[config.mk]
export PLATFORM = sky130hd
export DESIGN_NAME = servant_gpio_irq
export DESIGN_NICKNAME = d
export VERILOG_FILES = /design/src/rtl/servant_gpio_pkg.sv /design/src/rtl/servant_gpio_sync.sv /design/src/rtl/servant_gpio_irq.sv
export SDC_FILE = /design/constraint.sdc
export NUM_CORES = 1
export LEC_CHECK = 0
export BUFFER_PORTS_ARGS = -buffer_cell sky130_fd_sc_hd__buf_2
export CELL_PAD_IN_SITES_DETAIL_PLACEMENT = 0
export CELL_PAD_IN_SITES_GLOBAL_PLACEMENT = 1
export CORE_MARGIN = 2
export CORE_UTILIZATION = 35
export DETAILED_ROUTE_END_ITERATION = 6
export GPL_TIMING_DRIVEN = 0
export PLACE_DENSITY = 0.73
export SLEW_MARGIN = 20
export SYNTH_ARGS = -nofsm -noshare
export SYNTH_HDL_FRONTEND = slang
export SYNTH_HIERARCHICAL = 1
export SYNTH_SLANG_ARGS = --single-unit
[constraint.sdc]
create_clock -name i_wb_clk -period 1.7 [get_ports i_wb_clk]
set_clock_uncertainty 0.15 [all_clocks]
set_input_delay 0.34 -clock i_wb_clk [delete_from_list [all_inputs] [get_ports i_wb_clk]]
set_output_delay 0.34 -clock i_wb_clk [all_outputs]
set_load 0.05 [all_outputs]
[src/rtl/servant_gpio_pkg.sv]
// ============================================================================
// servant_gpio_pkg : register offsets and bus state encoding for servant_gpio_irq
// Rev 1.0
// ============================================================================
`default_nettype none

package servant_gpio_pkg;

  localparam logic [2:0] ADR_OUT     = 3'd0;
  localparam logic [2:0] ADR_DIR     = 3'd1;
  localparam logic [2:0] ADR_IN      = 3'd2;
  localparam logic [2:0] ADR_RISE_EN = 3'd3;
  localparam logic [2:0] ADR_FALL_EN = 3'd4;
  localparam logic [2:0] ADR_PEND    = 3'd5;

  typedef enum logic [0:0] {
    BUS_IDLE = 1'b0,
    BUS_ACK  = 1'b1
  } bus_state_e;

endpackage

`default_nettype wire

[src/rtl/servant_gpio_sync.sv]
// ============================================================================
// servant_gpio_sync : multi-stage pin synchroniser with unmasked edge pulses
// Rev 1.0
// ============================================================================
`default_nettype none

module servant_gpio_sync #(
  parameter int WIDTH       = 8,
  parameter int SYNC_STAGES = 2
) (
  input  logic             i_clk,
  input  logic             i_rst,
  input  logic [WIDTH-1:0] i_d,
  output logic [WIDTH-1:0] o_q,
  output logic [WIDTH-1:0] o_rise,
  output logic [WIDTH-1:0] o_fall
);

  logic [SYNC_STAGES-1:0][WIDTH-1:0] sync_q, sync_d;
  logic [WIDTH-1:0]                  prev_q, prev_d;

  always_comb begin
    sync_d = {sync_q[SYNC_STAGES-2:0], i_d};
    prev_d = sync_q[SYNC_STAGES-1];
  end

  always_ff @(posedge i_clk) begin
    if (i_rst) begin
      sync_q <= '0;
      prev_q <= '0;
    end else begin
      sync_q <= sync_d;
      prev_q <= prev_d;
    end
  end

  assign o_q    = sync_q[SYNC_STAGES-1];
  assign o_rise = o_q & ~prev_q;
  assign o_fall = ~o_q & prev_q;

endmodule

`default_nettype wire

[src/rtl/servant_gpio_irq.sv]
// ============================================================================
// servant_gpio_irq : Wishbone GPIO with per-pin direction and edge interrupts
// Rev 1.0
// ============================================================================
`default_nettype none

module servant_gpio_irq
  import servant_gpio_pkg::*;
#(
  parameter int WIDTH          = 8,
  parameter int SYNC_STAGES    = 2,
  parameter     RESET_STRATEGY = "MINI"
) (
  input  logic             i_wb_clk,
  input  logic             i_wb_rst,
  input  logic [2:0]       i_wb_adr,
  input  logic [31:0]      i_wb_dat,
  input  logic             i_wb_we,
  input  logic             i_wb_cyc,
  output logic [31:0]      o_wb_rdt,
  output logic             o_wb_ack,
  input  logic [WIDTH-1:0] i_gpio_in,
  output logic [WIDTH-1:0] o_gpio_out,
  output logic [WIDTH-1:0] o_gpio_oe,
  output logic             o_irq
);

  bus_state_e       state_q, state_d;
  logic [31:0]      rdt_q, rdt_d;
  logic [WIDTH-1:0] out_q, out_d;
  logic [WIDTH-1:0] dir_q, dir_d;
  logic [WIDTH-1:0] rise_en_q, rise_en_d;
  logic [WIDTH-1:0] fall_en_q, fall_en_d;
  logic [WIDTH-1:0] pend_q, pend_d;

  logic [WIDTH-1:0] w_in, w_rise, w_fall, w_wdat, w_w1c;
  logic [31:0]      w_rd_mux;
  logic             w_accept, w_wr;
  logic             unused_dat;

  servant_gpio_sync #(
    .WIDTH       (WIDTH),
    .SYNC_STAGES (SYNC_STAGES)
  ) u_sync (
    .i_clk  (i_wb_clk),
    .i_rst  (i_wb_rst),
    .i_d    (i_gpio_in),
    .o_q    (w_in),
    .o_rise (w_rise),
    .o_fall (w_fall)
  );

  assign unused_dat = ^i_wb_dat;

  always_comb begin
    w_accept = i_wb_cyc && (state_q == BUS_IDLE);
    // A write coinciding with reset must never land in the register file.
    w_wr     = w_accept && i_wb_we && !i_wb_rst;
    w_wdat   = i_wb_dat[WIDTH-1:0];
    state_d  = w_accept ? BUS_ACK : BUS_IDLE;

    w_rd_mux = '0;
    case (i_wb_adr)
      ADR_OUT:     w_rd_mux[WIDTH-1:0] = out_q;
      ADR_DIR:     w_rd_mux[WIDTH-1:0] = dir_q;
      ADR_IN:      w_rd_mux[WIDTH-1:0] = w_in;
      ADR_RISE_EN: w_rd_mux[WIDTH-1:0] = rise_en_q;
      ADR_FALL_EN: w_rd_mux[WIDTH-1:0] = fall_en_q;
      ADR_PEND:    w_rd_mux[WIDTH-1:0] = pend_q;
      default:     w_rd_mux = '0;
    endcase
    rdt_d = w_accept ? w_rd_mux : rdt_q;

    out_d     = (w_wr && i_wb_adr == ADR_OUT)     ? w_wdat : out_q;
    dir_d     = (w_wr && i_wb_adr == ADR_DIR)     ? w_wdat : dir_q;
    rise_en_d = (w_wr && i_wb_adr == ADR_RISE_EN) ? w_wdat : rise_en_q;
    fall_en_d = (w_wr && i_wb_adr == ADR_FALL_EN) ? w_wdat : fall_en_q;
    w_w1c     = (w_wr && i_wb_adr == ADR_PEND)    ? w_wdat : '0;

    // New edge events take priority over a same-cycle clear.
    pend_d = (pend_q & ~w_w1c) | (w_rise & rise_en_q) | (w_fall & fall_en_q);
  end

  always_ff @(posedge i_wb_clk) begin
    if (i_wb_rst) begin
      state_q   <= BUS_IDLE;
      rdt_q     <= '0;
      rise_en_q <= '0;
      fall_en_q <= '0;
      pend_q    <= '0;
    end else begin
      state_q   <= state_d;
      rdt_q     <= rdt_d;
      rise_en_q <= rise_en_d;
      fall_en_q <= fall_en_d;
      pend_q    <= pend_d;
    end
  end

  generate
    if (RESET_STRATEGY == "MINI") begin : g_reset_mini
      always_ff @(posedge i_wb_clk) begin
        if (i_wb_rst) begin
          out_q <= '0;
          dir_q <= '0;
        end else begin
          out_q <= out_d;
          dir_q <= dir_d;
        end
      end
    end else begin : g_reset_none
      always_ff @(posedge i_wb_clk) begin
        out_q <= out_d;
        dir_q <= dir_d;
      end
    end
  endgenerate

  assign o_wb_ack   = (state_q == BUS_ACK);
  assign o_wb_rdt   = rdt_q;
  assign o_gpio_out = out_q;
  assign o_gpio_oe  = dir_q;
  assign o_irq      = |pend_q;

endmodule

`default_nettype wire

==> qor.csv <==
stage,metric,value,unit
flow_run,cap_violations,0,
layout,seq_area,1460,µm²
synth,yosys.area.top_type_share,45.2,%
clocking,numCtsBuffers,9,
die,io_pins,97,
synth,ys_async_sr_fraction,0,%
synth,synth_seq_area_share,45.2,%
layout,drive_above_1_share,29.9,%
worst_setup_path,r2r-start,o_wb_ack,
timing,period_needed,1.82,ns
global_routing,met2_usage,26.1,%
global_routing,antenna_found_initial,0,
die,die_h,100,µm
clocking,clk-insertion-delay-late,0.35,ns
routing,viasPerCell,4.88,
layout,synthToLayoutAreaGrowth,22.5,%
routing,antenna_left,0,
layout,multi_input_comb_area,1590,µm²
die,initial_core_util,35.5,%
timing,worstMarginPinSlew,0.641,ns
placement,place_hpwl,5.64,mm
synth,synth_seq_cells,73,
worst_hold_path,hold_start,i_gpio_in[2],
die,coreArea,9110,µm²
power_and_ir_drop,max-vdd-ir-drop,0.000481,V
die,row_count,35,
global_routing,grt_max_degree,12,
layout,fin_cells,532,
global_routing,grt_pass1_wl,12.8,mm
routing,wirelength,8.03,mm
routing,drc_errors,0,
worst_setup_path,reg2reg_depth,4,
routing,wl_per_cell,15.1,µm
timing,slew_headroom,57.3,%
synth,synth_cell_types,35,
power_and_ir_drop,total_power,3.50,mW
synth,yosysTopAreaCell,dfxtp_1,
layout,nFillCells,940,
global_routing,grt_pass1_vias,2470,
worst_setup_path,timing.rr.end,rise_en_q[0],
routing,num_vias,2597,
clocking,cts_sinks,73,
synth,synth.area.top_cells,"dfxtp_1 (45%), mux2i_1 (16%), buf_4 (5.6%)",
global_routing,grt_use_met3,4.74,%
worst_setup_path,startpoint,pend_q[3],
placement,pre_cts_ws,-0.464,ns
timing,timing.final.crit_share,107,%
clocking,cts_tree,yes,
routing,drtIter0Drc,132,
timing,drv_slew,0,
clocking,htreeDepth,3,
global_routing,grtUsageMet1,22.4,%
synth,yosysMostFrequentCell,dfxtp_1,
clocking,clk_path_buf_depth,2,
layout,diodes,0,
worst_hold_path,whs_path_depth,2,
global_routing,gr-total-overflow,0,
worst_setup_path,cp.arrival,1.33,ns
placement,gp_congestion,0.857,
die,die_x,100,µm
synth,synth_top_cells_by_count,"dfxtp_1 (73), mux2i_1 (51), nor2_1 (41)",
worst_setup_path,cp-start-kind,flop,
worst_setup_path,cp.required,1.21,ns
worst_setup_path,rrSetupSlack,0.12,ns
die,dieArea,10000,µm²
power_and_ir_drop,power_leakage,1.83,nW
worst_hold_path,min_path_type,in2reg,
timing,hold_slack,0.0438,ns
worst_setup_path,path_class,reg2out,
layout,fin_nets,463,
worst_setup_path,endpoint_kind,output port,
timing,setup_viol,1,
timing,timing.final.ws_setup,-0.117,ns
synth,synth-edff-count,0,
synth,yosys_warnings,6,
power_and_ir_drop,cellPowerDensity,882,nW/µm²
global_routing,grtUsageTotal,16.9,%
clocking,cts.clk_slew.worst_paths,0.08,ns
synth,synth_flop_cell,dfxtp_1,
synth,synth_cells,330,
synth,synth.cell_area,3240,µm²
placement,numPortBuffers,47,
outcome,violations,negative setup slack,
routing,firstDrtPassIters,5,
worst_setup_path,worstPathMaxFanout,3,
global_routing,top_usage_layer,met2,
outcome,status,"complete, but fails checks",
worst_hold_path,hold_end,u_sync/sync_d[10],
placement,dp.cells,511,
synth,syn_area_per_cell,9.80,µm²
clocking,cts_root_buffer,clkbuf_8,
timing,rsz0062_at_grt,true,
timing,fmax,550,MHz
clocking,postCtsHoldBufs,0,
timing,finalHoldViolCount,0,
[registers in the layout, indices dropped and copies added (netlist names)]
name / count
o_wb_rdt: 8
o_gpio_out: 8
o_gpio_oe: 8
rise_en_q: 8
o_wb_ack: 1
u_sync/sync_d: 8
u_sync/o_q: 8
u_sync/prev_q: 8
pend_q: 8
fall_en_q: 8
[layout by cell type (no fill, tap or decap), types with 3 or more instances in the layout]
master	netlist	layout
o22ai_1	10	10
dfxtp_1	73	73
nand3b_1	3	3
mux2i_1	51	51
a21oi_1	9	9
clkbuf_2	1	4
conb_1	1	24
inv_1	10	10
buf_2	5	51
clkbuf_1	6	6
o21ai_0	18	18
buf_4	24	28
clkinv_2	0	3
a22oi_1	8	8
buf_6	3	4
nor2b_2	14	14
and2b_1	4	4
nor2_1	41	41
clkbuf_8	0	11
nor2b_1	24	24
[metrics by stage]
step	setup TNS [ns]	utilization, %	cell area [µm²]
after floorplan	0	-	3320
after global placement	-17.66	40.6	3700
after detailed placement	-18.17	40.6	3700
after CTS	-0.0967	43.4	3950
after global routing	-0.167	43.5	3960
final	-0.117	43.5	3960
[worst max-delay path, stage by stage (launching register included)]
cell and delay [ns]:
dfxtp_1 0.34, nor4_2 0.32, nand2_1 0.14, buf_6 0.18
[routing by layer]
| layer | wire [µm] | share of wire (%) |
|---|---|---|
| met1 | 3720 | 46 |
| met2 | 3510 | 44 |
| met3 | 609 | 7.6 |
| met4 | 182 | 2.3 |
| met5 | 0 | 0 |
[cells by family (layout without fill, tap and decap cells)]
kind of cell / Yosys count / after routing / share of synthesized area, %
other cells: 1 / 24 / 0.116
simple gates: 105 / 105 / 20.2
flops: 73 / 73 / 45.2
buf+inv: 50 / 118 / 9.51
mux: 51 / 51 / 15.8
compound gates: 50 / 50 / 9.24
[final cells by class]
| cell class | count | area share, % |
|---|---|---|
| Tap cell | 111 | 3.50 |
| Multi-Input combinational cell | 230 | 40.0 |
| Inverter | 10 | 0.947 |
| Clock inverter | 3 | 0.379 |
| Buffer | 40 | 6.91 |
| Sequential cell | 73 | 36.9 |
| Timing Repair Buffer | 52 | 7.35 |
| Clock buffer | 13 | 4.01 |
[report_power, final]
part / total [mW] / switching (mW) / internal (mW)
clock network: 1.23 / 0.625 / 0.604
registers: 1.77 / 0.0230 / 1.75
logic: 0.495 / 0.340 / 0.155
[timing repair]
action | 4_1_cts | 5_1_grt
cloned | 0 | 0
pin swaps | 4 | 1
resized for setup | 6 | 5
setup buffers | 5 | 0
setup endpoints to repair | 42 | 20
[worst max path at each step]
stage,slack [ns],end
after floorplan,0.01,o_gpio_oe[7]
after global placement,-0.44,o_gpio_oe[1]
after detailed placement,-0.46,o_gpio_out[1]
after CTS,-0.1,o_irq
after global routing,-0.17,o_irq
final,-0.12,o_irq
No activity file was read; power rests on OpenSTA's default activity.
